[config.mk]
export PLATFORM = sky130hd
export DESIGN_NAME = round_judge
export DESIGN_NICKNAME = d
export VERILOG_FILES = /design/src/rtl/binary_game_pkg.sv /design/src/rtl/lfsr16.sv /design/src/rtl/round_judge.sv
export SDC_FILE = /design/constraint.sdc
export NUM_CORES = 1
export LEC_CHECK = 0
export BUFFER_PORTS_ARGS = -buffer_cell sky130_fd_sc_hd__buf_4
export CAP_MARGIN = 20
export CORE_MARGIN = 2
export CORE_UTILIZATION = 57
export DETAILED_ROUTE_END_ITERATION = 12
export PLACE_DENSITY = 0.81
export SYNTH_ARGS = -nofsm -noshare
export SYNTH_HDL_FRONTEND = slang
export SYNTH_SLANG_ARGS = --single-unit
[constraint.sdc]
create_clock -name clk -period 4.1 [get_ports clk]
set_input_delay 0.205 -clock clk [delete_from_list [all_inputs] [get_ports clk]]
set_output_delay 0.205 -clock clk [all_outputs]
set_load 0.02 [all_outputs]
[src/rtl/binary_game_pkg.sv]
// Shared types and constants for the binary-guessing game blocks.
// LFSR_TAPS marks bits 15,13,12,10, i.e. taps 16,14,13,11.
package binary_game_pkg;

  typedef enum logic [2:0] {
    ST_IDLE  = 3'd0,
    ST_LOAD  = 3'd1,
    ST_WAIT  = 3'd2,
    ST_JUDGE = 3'd3,
    ST_DONE  = 3'd4
  } judge_state_t;

  localparam logic [15:0] LFSR_SEED = 16'hACE1;
  localparam logic [15:0] LFSR_TAPS = 16'hB400;

  // Shift left, feeding the XOR of the tapped bits into bit 0.
  function automatic logic [15:0] lfsr_next(input logic [15:0] cur);
    return {cur[14:0], ^(cur & LFSR_TAPS)};
  endfunction

endpackage

[src/rtl/lfsr16.sv]
// Free-running 16-bit Fibonacci LFSR; advances on every clock edge once reset
// is released.
module lfsr16
  import binary_game_pkg::*;
(
  input  logic        clk,
  input  logic        rst_n,
  output logic [15:0] q
);

  // Sequence register.
  always_ff @(posedge clk or negedge rst_n) begin
    if (!rst_n) begin
      q <= LFSR_SEED;
    end else begin
      q <= lfsr_next(q);
    end
  end

endmodule

[src/rtl/round_judge.sv]
// Round sequencer and guess judge for the binary-guessing game.
// Optional per-round timeout is enabled by defining ROUND_TIMEOUT_EN.
module round_judge
  import binary_game_pkg::*;
#(
  parameter int WIDTH          = 4,
  parameter int NUM_ROUNDS     = 10,
  parameter int TIMEOUT_CYCLES = 50_000_000
) (
  input  logic             clk,
  input  logic             rst_n,
  input  logic             start,
  input  logic             stop,
  input  logic             submit,
  input  logic [WIDTH-1:0] switches,
  output logic [WIDTH-1:0] target,
  output logic             is_equal,
  output logic             is_miss,
  output logic             round_active,
  output logic [3:0]       round_idx,
  output logic             game_over
);

  judge_state_t state;
  logic [15:0]  lfsr_q;
  logic         unused_bits;

  lfsr16 u_lfsr (
    .clk   (clk),
    .rst_n (rst_n),
    .q     (lfsr_q)
  );

  // Only the low WIDTH bits feed the target.
  assign unused_bits = ^{lfsr_q, (TIMEOUT_CYCLES > 0)};

`ifdef ROUND_TIMEOUT_EN
  localparam int TIMER_W = (TIMEOUT_CYCLES > 1) ? $clog2(TIMEOUT_CYCLES) : 1;
  localparam logic [TIMER_W-1:0] TIMER_LAST = TIMER_W'(TIMEOUT_CYCLES - 1);
  logic [TIMER_W-1:0] timer;
`endif

  // Game FSM with registered outputs; stop overrides everything but reset.
  always_ff @(posedge clk or negedge rst_n) begin
    if (!rst_n) begin
      state        <= ST_IDLE;
      target       <= '0;
      round_idx    <= 4'd0;
      is_equal     <= 1'b0;
      is_miss      <= 1'b0;
      round_active <= 1'b0;
      game_over    <= 1'b0;
`ifdef ROUND_TIMEOUT_EN
      timer        <= '0;
`endif
    end else if (stop) begin
      state        <= ST_IDLE;
      round_idx    <= 4'd0;
      is_equal     <= 1'b0;
      is_miss      <= 1'b0;
      round_active <= 1'b0;
      game_over    <= 1'b0;
    end else begin
      is_equal <= 1'b0;
      is_miss  <= 1'b0;
      case (state)
        ST_IDLE, ST_DONE: begin
          if (start) begin
            state     <= ST_LOAD;
            round_idx <= 4'd0;
            game_over <= 1'b0;
          end else begin
            state <= state;
          end
        end
        ST_LOAD: begin
          target       <= lfsr_q[WIDTH-1:0];
          state        <= ST_WAIT;
          round_active <= 1'b1;
`ifdef ROUND_TIMEOUT_EN
          timer        <= '0;
`endif
        end
        ST_WAIT: begin
          // A submit on the expiry cycle still gets its switches judged.
          if (submit) begin
            state        <= ST_JUDGE;
            round_active <= 1'b0;
            is_equal     <= (switches == target);
            is_miss      <= (switches != target);
            round_idx    <= round_idx + 4'd1;
          end
`ifdef ROUND_TIMEOUT_EN
          else if (timer == TIMER_LAST) begin
            state        <= ST_JUDGE;
            round_active <= 1'b0;
            is_miss      <= 1'b1;
            round_idx    <= round_idx + 4'd1;
          end else begin
            timer <= timer + 1'b1;
          end
`else
          else begin
            state <= ST_WAIT;
          end
`endif
        end
        ST_JUDGE: begin
          if (round_idx == 4'(NUM_ROUNDS)) begin
            state     <= ST_DONE;
            game_over <= 1'b1;
          end else begin
            state <= ST_LOAD;
          end
        end
        default: begin
          state        <= ST_IDLE;
          round_idx    <= 4'd0;
          round_active <= 1'b0;
          game_over    <= 1'b0;
        end
      endcase
    end
  end

endmodule

==> results of run 1 <==
==> how the worst max path moves through the flow <==
| stage | end | slack (ns) | cells past startpoint |
|---|---|---|---|
| after global placement | target[0]$_DFFE_PN0P_ | 2.64 | 2 |
| after detailed placement | target[0]$_DFFE_PN0P_ | 2.59 | 2 |
| after CTS | round_idx[2]$_DFFE_PN0P_ | 2.58 | 3 |
| after floorplan | round_idx[2]$_DFFE_PN0P_ | 2.62 | 5 |
| final | round_idx[2]$_DFFE_PN0P_ | 2.58 | 3 |
| after global routing | round_idx[2]$_DFFE_PN0P_ | 2.51 | 3 |
==> cells in the mapped netlist <==
| cell | count | area (um2) |
|---|---|---|
| sky130_fd_sc_hd__dfrtp_1 | 23 | 575.6 |
| sky130_fd_sc_hd__dfstp_2 | 8 | 210.2 |
| sky130_fd_sc_hd__nor2_1 | 7 | 26.28 |
| sky130_fd_sc_hd__xnor2_1 | 7 | 61.31 |
| sky130_fd_sc_hd__mux2_1 | 4 | 45.04 |
| sky130_fd_sc_hd__nand2_1 | 4 | 15.01 |
| sky130_fd_sc_hd__a21oi_1 | 3 | 15.01 |
| sky130_fd_sc_hd__inv_1 | 3 | 11.26 |
| sky130_fd_sc_hd__nor3_1 | 3 | 15.01 |
| sky130_fd_sc_hd__buf_2 | 2 | 10.01 |
| sky130_fd_sc_hd__buf_6 | 2 | 22.52 |
| sky130_fd_sc_hd__ha_1 | 2 | 25.02 |
| sky130_fd_sc_hd__nand2b_1 | 2 | 12.51 |
| sky130_fd_sc_hd__nor3b_1 | 2 | 15.01 |
| sky130_fd_sc_hd__o2bb2ai_1 | 2 | 17.52 |
| sky130_fd_sc_hd__xor2_1 | 2 | 17.52 |
| sky130_fd_sc_hd__a211o_1 | 1 | 8.760 |
| sky130_fd_sc_hd__a21o_1 | 1 | 7.510 |
| sky130_fd_sc_hd__a22oi_1 | 1 | 7.510 |
| sky130_fd_sc_hd__a2bb2oi_1 | 1 | 8.760 |
| sky130_fd_sc_hd__a31oi_1 | 1 | 6.260 |
| sky130_fd_sc_hd__clkbuf_1 | 1 | 3.750 |
| sky130_fd_sc_hd__nand3_1 | 1 | 5.000 |
| sky130_fd_sc_hd__nand3b_1 | 1 | 7.510 |
| sky130_fd_sc_hd__nand4_1 | 1 | 6.260 |
| sky130_fd_sc_hd__nand4b_1 | 1 | 8.760 |
| sky130_fd_sc_hd__nor2b_1 | 1 | 6.260 |
| sky130_fd_sc_hd__nor4b_2 | 1 | 15.01 |
| sky130_fd_sc_hd__o21a_1 | 1 | 7.510 |
| sky130_fd_sc_hd__o21ai_0 | 1 | 5.000 |
| sky130_fd_sc_hd__o31ai_1 | 1 | 7.510 |
| sky130_fd_sc_hd__o41ai_1 | 1 | 8.760 |
| sky130_fd_sc_hd__or4_4 | 1 | 11.26 |
==> area by class of cell <==
cell class,instances,area (um2)
clock buffer,5,37.54
clock inverter,3,43.79
fill,153,536.8
inverter,3,11.26
multi-input combinational,54,392.9
sequential,31,785.8
tap,27,33.78
timing repair buffer,21,160.2
==> layer usage <==
metal  part of all wire  routed length (um)
met1               0.44                 934
met2               0.46                 979
met3              0.068                 144
met4              0.024                  51
met5                  0                   0
==> power breakdown <==
group	internal, mW	switching, mW	total (mW)
Sequential	0.323	0.0317	0.354
Combinational	0.0611	0.0721	0.133
Clock	0.128	0.109	0.237
Total	0.512	0.213	0.725
==> sequential cells by signal, summed over array words and instances, names as in the netlist <==
register and flops:
u_lfsr.q 16, round_idx 4, target 4, state 3, game_over 1, is_equal 1, is_miss 1, round_active 1
==> through the flow <==
step             util  cell area, um2  setup slack [ns]  std cells
4_1_cts        0.7319            1465             2.579        144
2_1_floorplan       -            1226             2.617         93
6_report       0.7319            1465             2.583        144
3_3_place_gp   0.6863            1374             2.644        135
3_5_place_dp   0.6863            1374             2.592        135
5_1_grt        0.7319            1465             2.507        144
==> repair_timing <==
| item | 4_1_cts | 5_1_grt |
|---|---|---|
| hold buffers | 1 | 0 |
| setup buffers | 0 | 0 |
| endpoints found under the hold margin | 23 | 0 |
==> worst reg2reg max path: cells and delay by family, from the launching register on <==
kind	cells	cell delay (ns)
AOI/OAI and AO/OA	1	0.13
DFF	1	0.51
and+or+nand+nor	2	0.83
==> kinds of logic after synthesis <==
family	Yosys count	synth area share
flip-flops	31	0.6408
multiplexers	4	0.03673
buffers and inverters	8	0.03877
AND/OR/NAND/NOR	25	0.1173
AO/OA/AOI/OAI	14	0.08164
adder cells (fa/ha/maj)	2	0.02040
XOR/XNOR	9	0.06429
==> metrics, run 1 <==
logic depth of the worst register-to-register path=3; Tot GR Track Use=0.2128; average via count per standard cell=5.500; Buf/Inv on CP=0; number of cells on the worst hold path=2; routed wire length=2110 um; final clock period utilization by the worst path=0.3700; Gate Count Post-Synth=93; initial DRC count=17; antenna viol nets, final=0; global-route wire length before repair=approximately 3700 um; FF-to-FF End=round_idx[2]$_DFFE_PN0P_; via count of the first global-routing pass=784; leakage power summed over all cells=about 0.71 nW; Total Nets Final=127; die width=50.38 um; global routing met2 resource utilization=0.3114; required time at the worst-slack endpoint=4.38 ns; number of top-level pins=21; number of diodes=0; fraction of the yosys area taken by sequential cells=0.6408; setup repair after global routing missed its margin=false; Std-Cell Core Area=roughly 2000 um2; count of pins over their slew limit=0; Synth Area per Inst=13.18 um2; power density cells=around 490 nW/um2; net count after synthesis=between 100 and 150; count of input and output buffers=20; post-detailed-route wirelength per cell=14.65 um; placed wire-length estimate after detailed placement=1417 um; commonest cells after routing, fill and taps aside=sky130_fd_sc_hd__dfrtp_1, sky130_fd_sc_hd__buf_4, sky130_fd_sc_hd__dfstp_2, sky130_fd_sc_hd__xnor2_1, sky130_fd_sc_hd__nor2_1; via count=792; Max Fanout on Critical Path=12; clock tree buffer depth=2; last weighted congestion value of the routability-driven placer=a little under 0.8; largest net degree at the start of global routing=32; most frequent standard cell in the layout excluding fill and tap cells=sky130_fd_sc_hd__dfrtp_1; Hold Crit Start=stop; Most Used Layer, Global Route=met2; Sinks on Clock Net=31; max-cap viol count=0; result of the run=finished clean; Arr. time, crit path=~1.8 ns; floorplan die height=50.38 um; cell family with the largest share of critical-path delay=simple AND/OR/NAND/NOR gates; global-route congestion overflow total=0; Slowest Stage Delay on Critical Path=0.61 ns; clock tree from TritonCTS=done; worst hold slack across all endpoints=0.1150 ns; transition at the pin with the smallest max-transition slack=~0.55 ns; Rows=16; clock root cell=sky130_fd_sc_hd__clkbuf_4; number of levels the H-tree was split into=2; met1 GRT Util=0.2714; flip-flop and latch count after synthesis=31; starting utilization of the core area=0.6125; chain of cells forming the critical path=or4_4 -> nor3b_1 -> a211o_1; Setup-failing EPs final=0; final hold violations=0; number of antenna violations at the first check in global routing=0; router iterations before antenna repair=4; endpoint kind of the worst setup timing path=flop; Die Area=2538 um2; final routed DRC violation total=0; CTS Buf Count=5; post-synth cell types=33; clock tree skew after final layout=0.01436 ns; beginning of the critical path=state[2]$_DFFE_PN0P_; met3 track utilization from global routing=0.08929; CTS clock-pin slew for the worst setup and hold paths=0.10 ns; Hold Path End=state[2]$_DFFE_PN0P_; worst setup slack for register-to-register paths=2.58 ns; aggregate negative setup slack=0 ns; VDD IR-drop max=0.3471 mV; number of warning messages in the yosys log=0; Area Overhead vs Synth=19.49%; Total Power=0.7246 mW; Highest Clock Rate=0.6592 GHz; area of the mapped netlist=1226 um2; kind of path behind the tightest hold check=primary input to flop; clock latency reported for the late side of the worst-skew pair=0.34 ns; type of the worst setup path=flop to flop; cell type of the slowest stage on the worst timing path=sky130_fd_sc_hd__or4_4; share of cells above drive strength 1=0.3248; sort of element at the start of the critical path=flop; post_cts resized=0; startpoint of the most critical register-to-register path=state[2]$_DFFE_PN0P_; minimum clock period after layout=between 1.5 and 2 ns; worst max-slew margin expressed relative to the limit=0.6333
Note: power is estimated with default switching activity, not from simulation.
==> run 2: changes to the inputs <==
Settings changed: ABC_AREA set to 1, CORE_UTILIZATION 57 to 53, PLACE_DENSITY 0.81 to 0.76.
Clock period 4.1 ns to 1.5 ns, I/O delays scaled along.
==> run 2 against run 1 <==
Critical path type unchanged. Synthesized area down 1.5%. Via count grew 2.7%. Register-to-register slack worse by 2.2 ns.
==> metrics, run 2 <==
result of the run=finished clean; most area-consuming cells after synthesis=sky130_fd_sc_hd__dfrtp_1, sky130_fd_sc_hd__dfstp_2, sky130_fd_sc_hd__nand2_1, sky130_fd_sc_hd__xor2_1, sky130_fd_sc_hd__nand3_1; number of diodes=0 (unchanged); Max Fanout on Critical Path=5 (-7); post-synth cell types=19 (-42%); die width=51.73 um (+2.7%); final routed DRC violation total=0 (unchanged); clock latency reported for the late side of the worst-skew pair=0.32 ns (-0.02 ns); placed cell areas=1393 um2 (+1.4%); final clock period utilization by the worst path=0.7620 (+0.3920); leakage power summed over all cells=0.7631 nW (+6.8%); cell family with the largest share of critical-path delay=simple AND/OR/NAND/NOR gates; Total Nets Final=148 (+17%); routed wire length=2058 um (-2.5%); number of buffers inserted to repair setup after CTS=0 (unchanged); beginning of the critical path=state[1]$_DFFE_PN0P_; kind of path behind the tightest hold check=primary input to flop; sequential fraction of design power=0.567 (+0.078); top-area cell type share of the netlist area=0.4767 (+0.007296); post-synthesis cell type with the largest combined area=sky130_fd_sc_hd__dfrtp_1; post-layout instance area=1456 um2 (-0.60%); starting utilization of the core area=0.5511 (-0.06139); last weighted congestion value of the routability-driven placer=0.8133 (+4.1%); average via count per standard cell=4.898 (-11%); CTS clock-pin slew for the worst setup and hold paths=0.09 ns (about the same); fraction of the yosys area taken by sequential cells=0.6508 (+0.009961); placed wire-length estimate after detailed placement=1523 um (+7.5%); most frequent cell on the critical path=sky130_fd_sc_hd__nand2_1; floorplan die height=51.73 um (+2.7%); top cells by instance count after synthesis=sky130_fd_sc_hd__nand2_1, sky130_fd_sc_hd__dfrtp_1, sky130_fd_sc_hd__nand3_1, sky130_fd_sc_hd__nor2_1, sky130_fd_sc_hd__dfstp_2; clock root cell=sky130_fd_sc_hd__clkbuf_4; required time at the worst-slack endpoint=1.75 ns (-2.63 ns); global-route congestion overflow total=0 (unchanged); type of the worst setup path=flop to flop; combinational cell fraction of total power=0.143 (-0.041); post-detailed-route wirelength per cell=12.40 um (-15%); transition at the pin with the smallest max-transition slack=0.3742 ns (-0.1712 ns); flip-flop and latch count after synthesis=31 (unchanged); commonest register cell after synthesis=sky130_fd_sc_hd__dfrtp_1; Total Power=1.558 mW (+110%); initial DRC count=6 (-11); minimum clock period after layout=1.143 ns (-0.3740 ns); count of input and output buffers=20 (unchanged); router iterations before antenna repair=4 (unchanged); biggest registers after layout=u_lfsr.q x16, round_idx x4, target x4; Arr. time, crit path=1.39 ns (-0.41 ns); number of antenna violations at the first check in global routing=0 (unchanged); global-route wire length before repair=3622 um (-3.1%); CTS Buf Count=5 (unchanged); via count of the first global-routing pass=796 (+1.5%); Area Overhead vs Synth=20.62%; switching fraction of total power=0.2805 (-0.01291); count of pins over their slew limit=0 (unchanged); antenna viol nets, final=0 (unchanged); Slowest Stage Delay on Critical Path=0.45 ns (-0.16 ns); Std-Cell Core Area=2191 um2 (+9.4%); max reg flops=16 (unchanged); sw power=0.4369 mW (+110%); Highest Clock Rate=0.8748 GHz (+33%); number of levels the H-tree was split into=2 (unchanged); most frequent standard cell in the layout excluding fill and tap cells=sky130_fd_sc_hd__nand2_1; Clk pwr share=0.289 (-0.038); Rows=17 (+1); commonest cells after routing, fill and taps aside=sky130_fd_sc_hd__nand2_1, sky130_fd_sc_hd__dfrtp_1, sky130_fd_sc_hd__buf_4, sky130_fd_sc_hd__nor2_1, sky130_fd_sc_hd__nand3_1; number of top-level pins=21 (unchanged); VDD IR-drop max=0.6976 mV (+100%); proportion of register bits with asynchronous set or reset after synthesis=1.000 (unchanged); sort of element at the start of the critical path=flop; clock tree skew after final layout=0.004901 ns (-0.009454 ns); clock tree from TritonCTS=done; max-cap viol count=0 (unchanged); power density cells=1069 nW/um2 (+120%); worst max-slew margin expressed relative to the limit=0.7505 (+0.1172); Die Area=2676 um2 (+5.4%); area of the mapped netlist=1207 um2 (-1.5%); final hold violations=0 (unchanged); Gate Count Post-Synth=109 (+17%); Buf/Inv on CP=0 (unchanged); clock tree buffer depth=2 (unchanged); register with the most flip-flops=u_lfsr.q; Hold Crit Start=start; largest net degree at the start of global routing=32 (unchanged); net count after synthesis=120 (+15%); cell type of the slowest stage on the worst timing path=sky130_fd_sc_hd__dfrtp_1; number of warning messages in the yosys log=0 (unchanged); Sinks on Clock Net=31 (unchanged); Synth Area per Inst=11.08 um2 (-16%); Tot GR Track Use=0.1943 (-0.01855); most numerous cell in the Yosys netlist=sky130_fd_sc_hd__nand2_1; aggregate negative setup slack=0 ns (unchanged); number of synthesized flops with an enable pin=0 (unchanged); setup repair after global routing missed its margin=false; hold buffer count at CTS=1 (unchanged); startpoint of the most critical register-to-register path=state[1]$_DFFE_PN0P_; chain of cells forming the critical path=nor2_1 -> nand2_1 -> nand3_2 -> nand2_1 -> o21ai_1; P_int=1.121 mW (+120%); endpoint kind of the worst setup timing path=flop; post_cts resized=0 (unchanged); Setup-failing EPs final=0 (unchanged); share of cells above drive strength 1=0.3188 (-0.005946); via count=813 (+2.7%)
## run 2: cell count changes after synthesis, moves of 4 or more
cell	delta
sky130_fd_sc_hd__nand2_1	+24
sky130_fd_sc_hd__nand3_1	+8
sky130_fd_sc_hd__o21ai_1	+4
sky130_fd_sc_hd__xor2_1	+4
sky130_fd_sc_hd__mux2_1	-4
sky130_fd_sc_hd__xnor2_1	-4
## run 2: worst paths after layout
| kind | end | slack, ns | depth (start not counted) |
|---|---|---|---|
| hold / removal | state[2]$_DFFE_PN0P_ | 0.04 | 4 |
| min in group asynchronous | u_lfsr.q[12]$_DFF_PN0_ | 0.21 | 2 |
| setup / recovery | round_idx[3]$_DFFE_PN0P_ | 0.36 | 5 |
| setup reg to reg | round_idx[3]$_DFFE_PN0P_ | 0.36 | 5 |
| max in group asynchronous | u_lfsr.q[15]$_DFF_PN1_ | 0.98 | 2 |
| hold reg to reg | u_lfsr.q[7]$_DFF_PN1_ | 0.36 | 0 |
## run 2: cells by family after synthesis
logic type,Yosys count,share of synthesized area
flip-flops,31,0.6508
AO/OA/AOI/OAI,5,0.02072
adder cells (fa/ha/maj),2,0.02072
AND/OR/NAND/NOR,56,0.2238
buffers and inverters,6,0.01865
XOR/XNOR,9,0.06529
## run 2: routing by layer
layer / vias to the layer above / GRT usage / routed length, um
li1: 403 / - / -
met1: 383 / 0.2524 / 944
met2: 22 / 0.2906 / 984
met3: 5 / 0.06034 / 89
met4: 0 / 0.1053 / 40
met5: - / 0 / 0
## run 2: per-stage QoR
step                  util  hold WS (ns)  instances  worst slack [ns]
floorplan                -       -0.2206        109            0.3988
global placement    0.6356       0.01674        157            0.4380
detailed placement  0.6356       0.02022        157            0.3873
CTS                 0.6648       0.02609        166            0.3653
global route        0.6648       0.04864        166            0.2035
finish              0.6648       0.04407        166            0.3569
## run 2: area by class of cell
class	instances	area (um2)
Multi-Input combinational cell	72	399.1
Clock buffer	6	41.29
Clock inverter	2	12.51
Timing Repair Buffer	21	160.2
Fill cell	183	734.5
Sequential cell	31	785.8
Inverter	6	22.52
Tap cell	28	35.03
## run 2: power by group through the flow
stage               Combinational (mW)  Sequential, mW  Clock, mW
floorplan                        0.132           0.907          0
global placement                 0.213           0.896          0
detailed placement               0.223           0.898          0
CTS                              0.225           0.883      0.474
global route                     0.253           0.888      0.498
finish                           0.223           0.884      0.451
## run 2: tightest hold or removal path, cell delays in order
cell	delay [ns]
sky130_fd_sc_hd__buf_4	0.07
sky130_fd_sc_hd__nor2_1	0.05
sky130_fd_sc_hd__nand3_1	0.07
sky130_fd_sc_hd__nand2_1	0.05
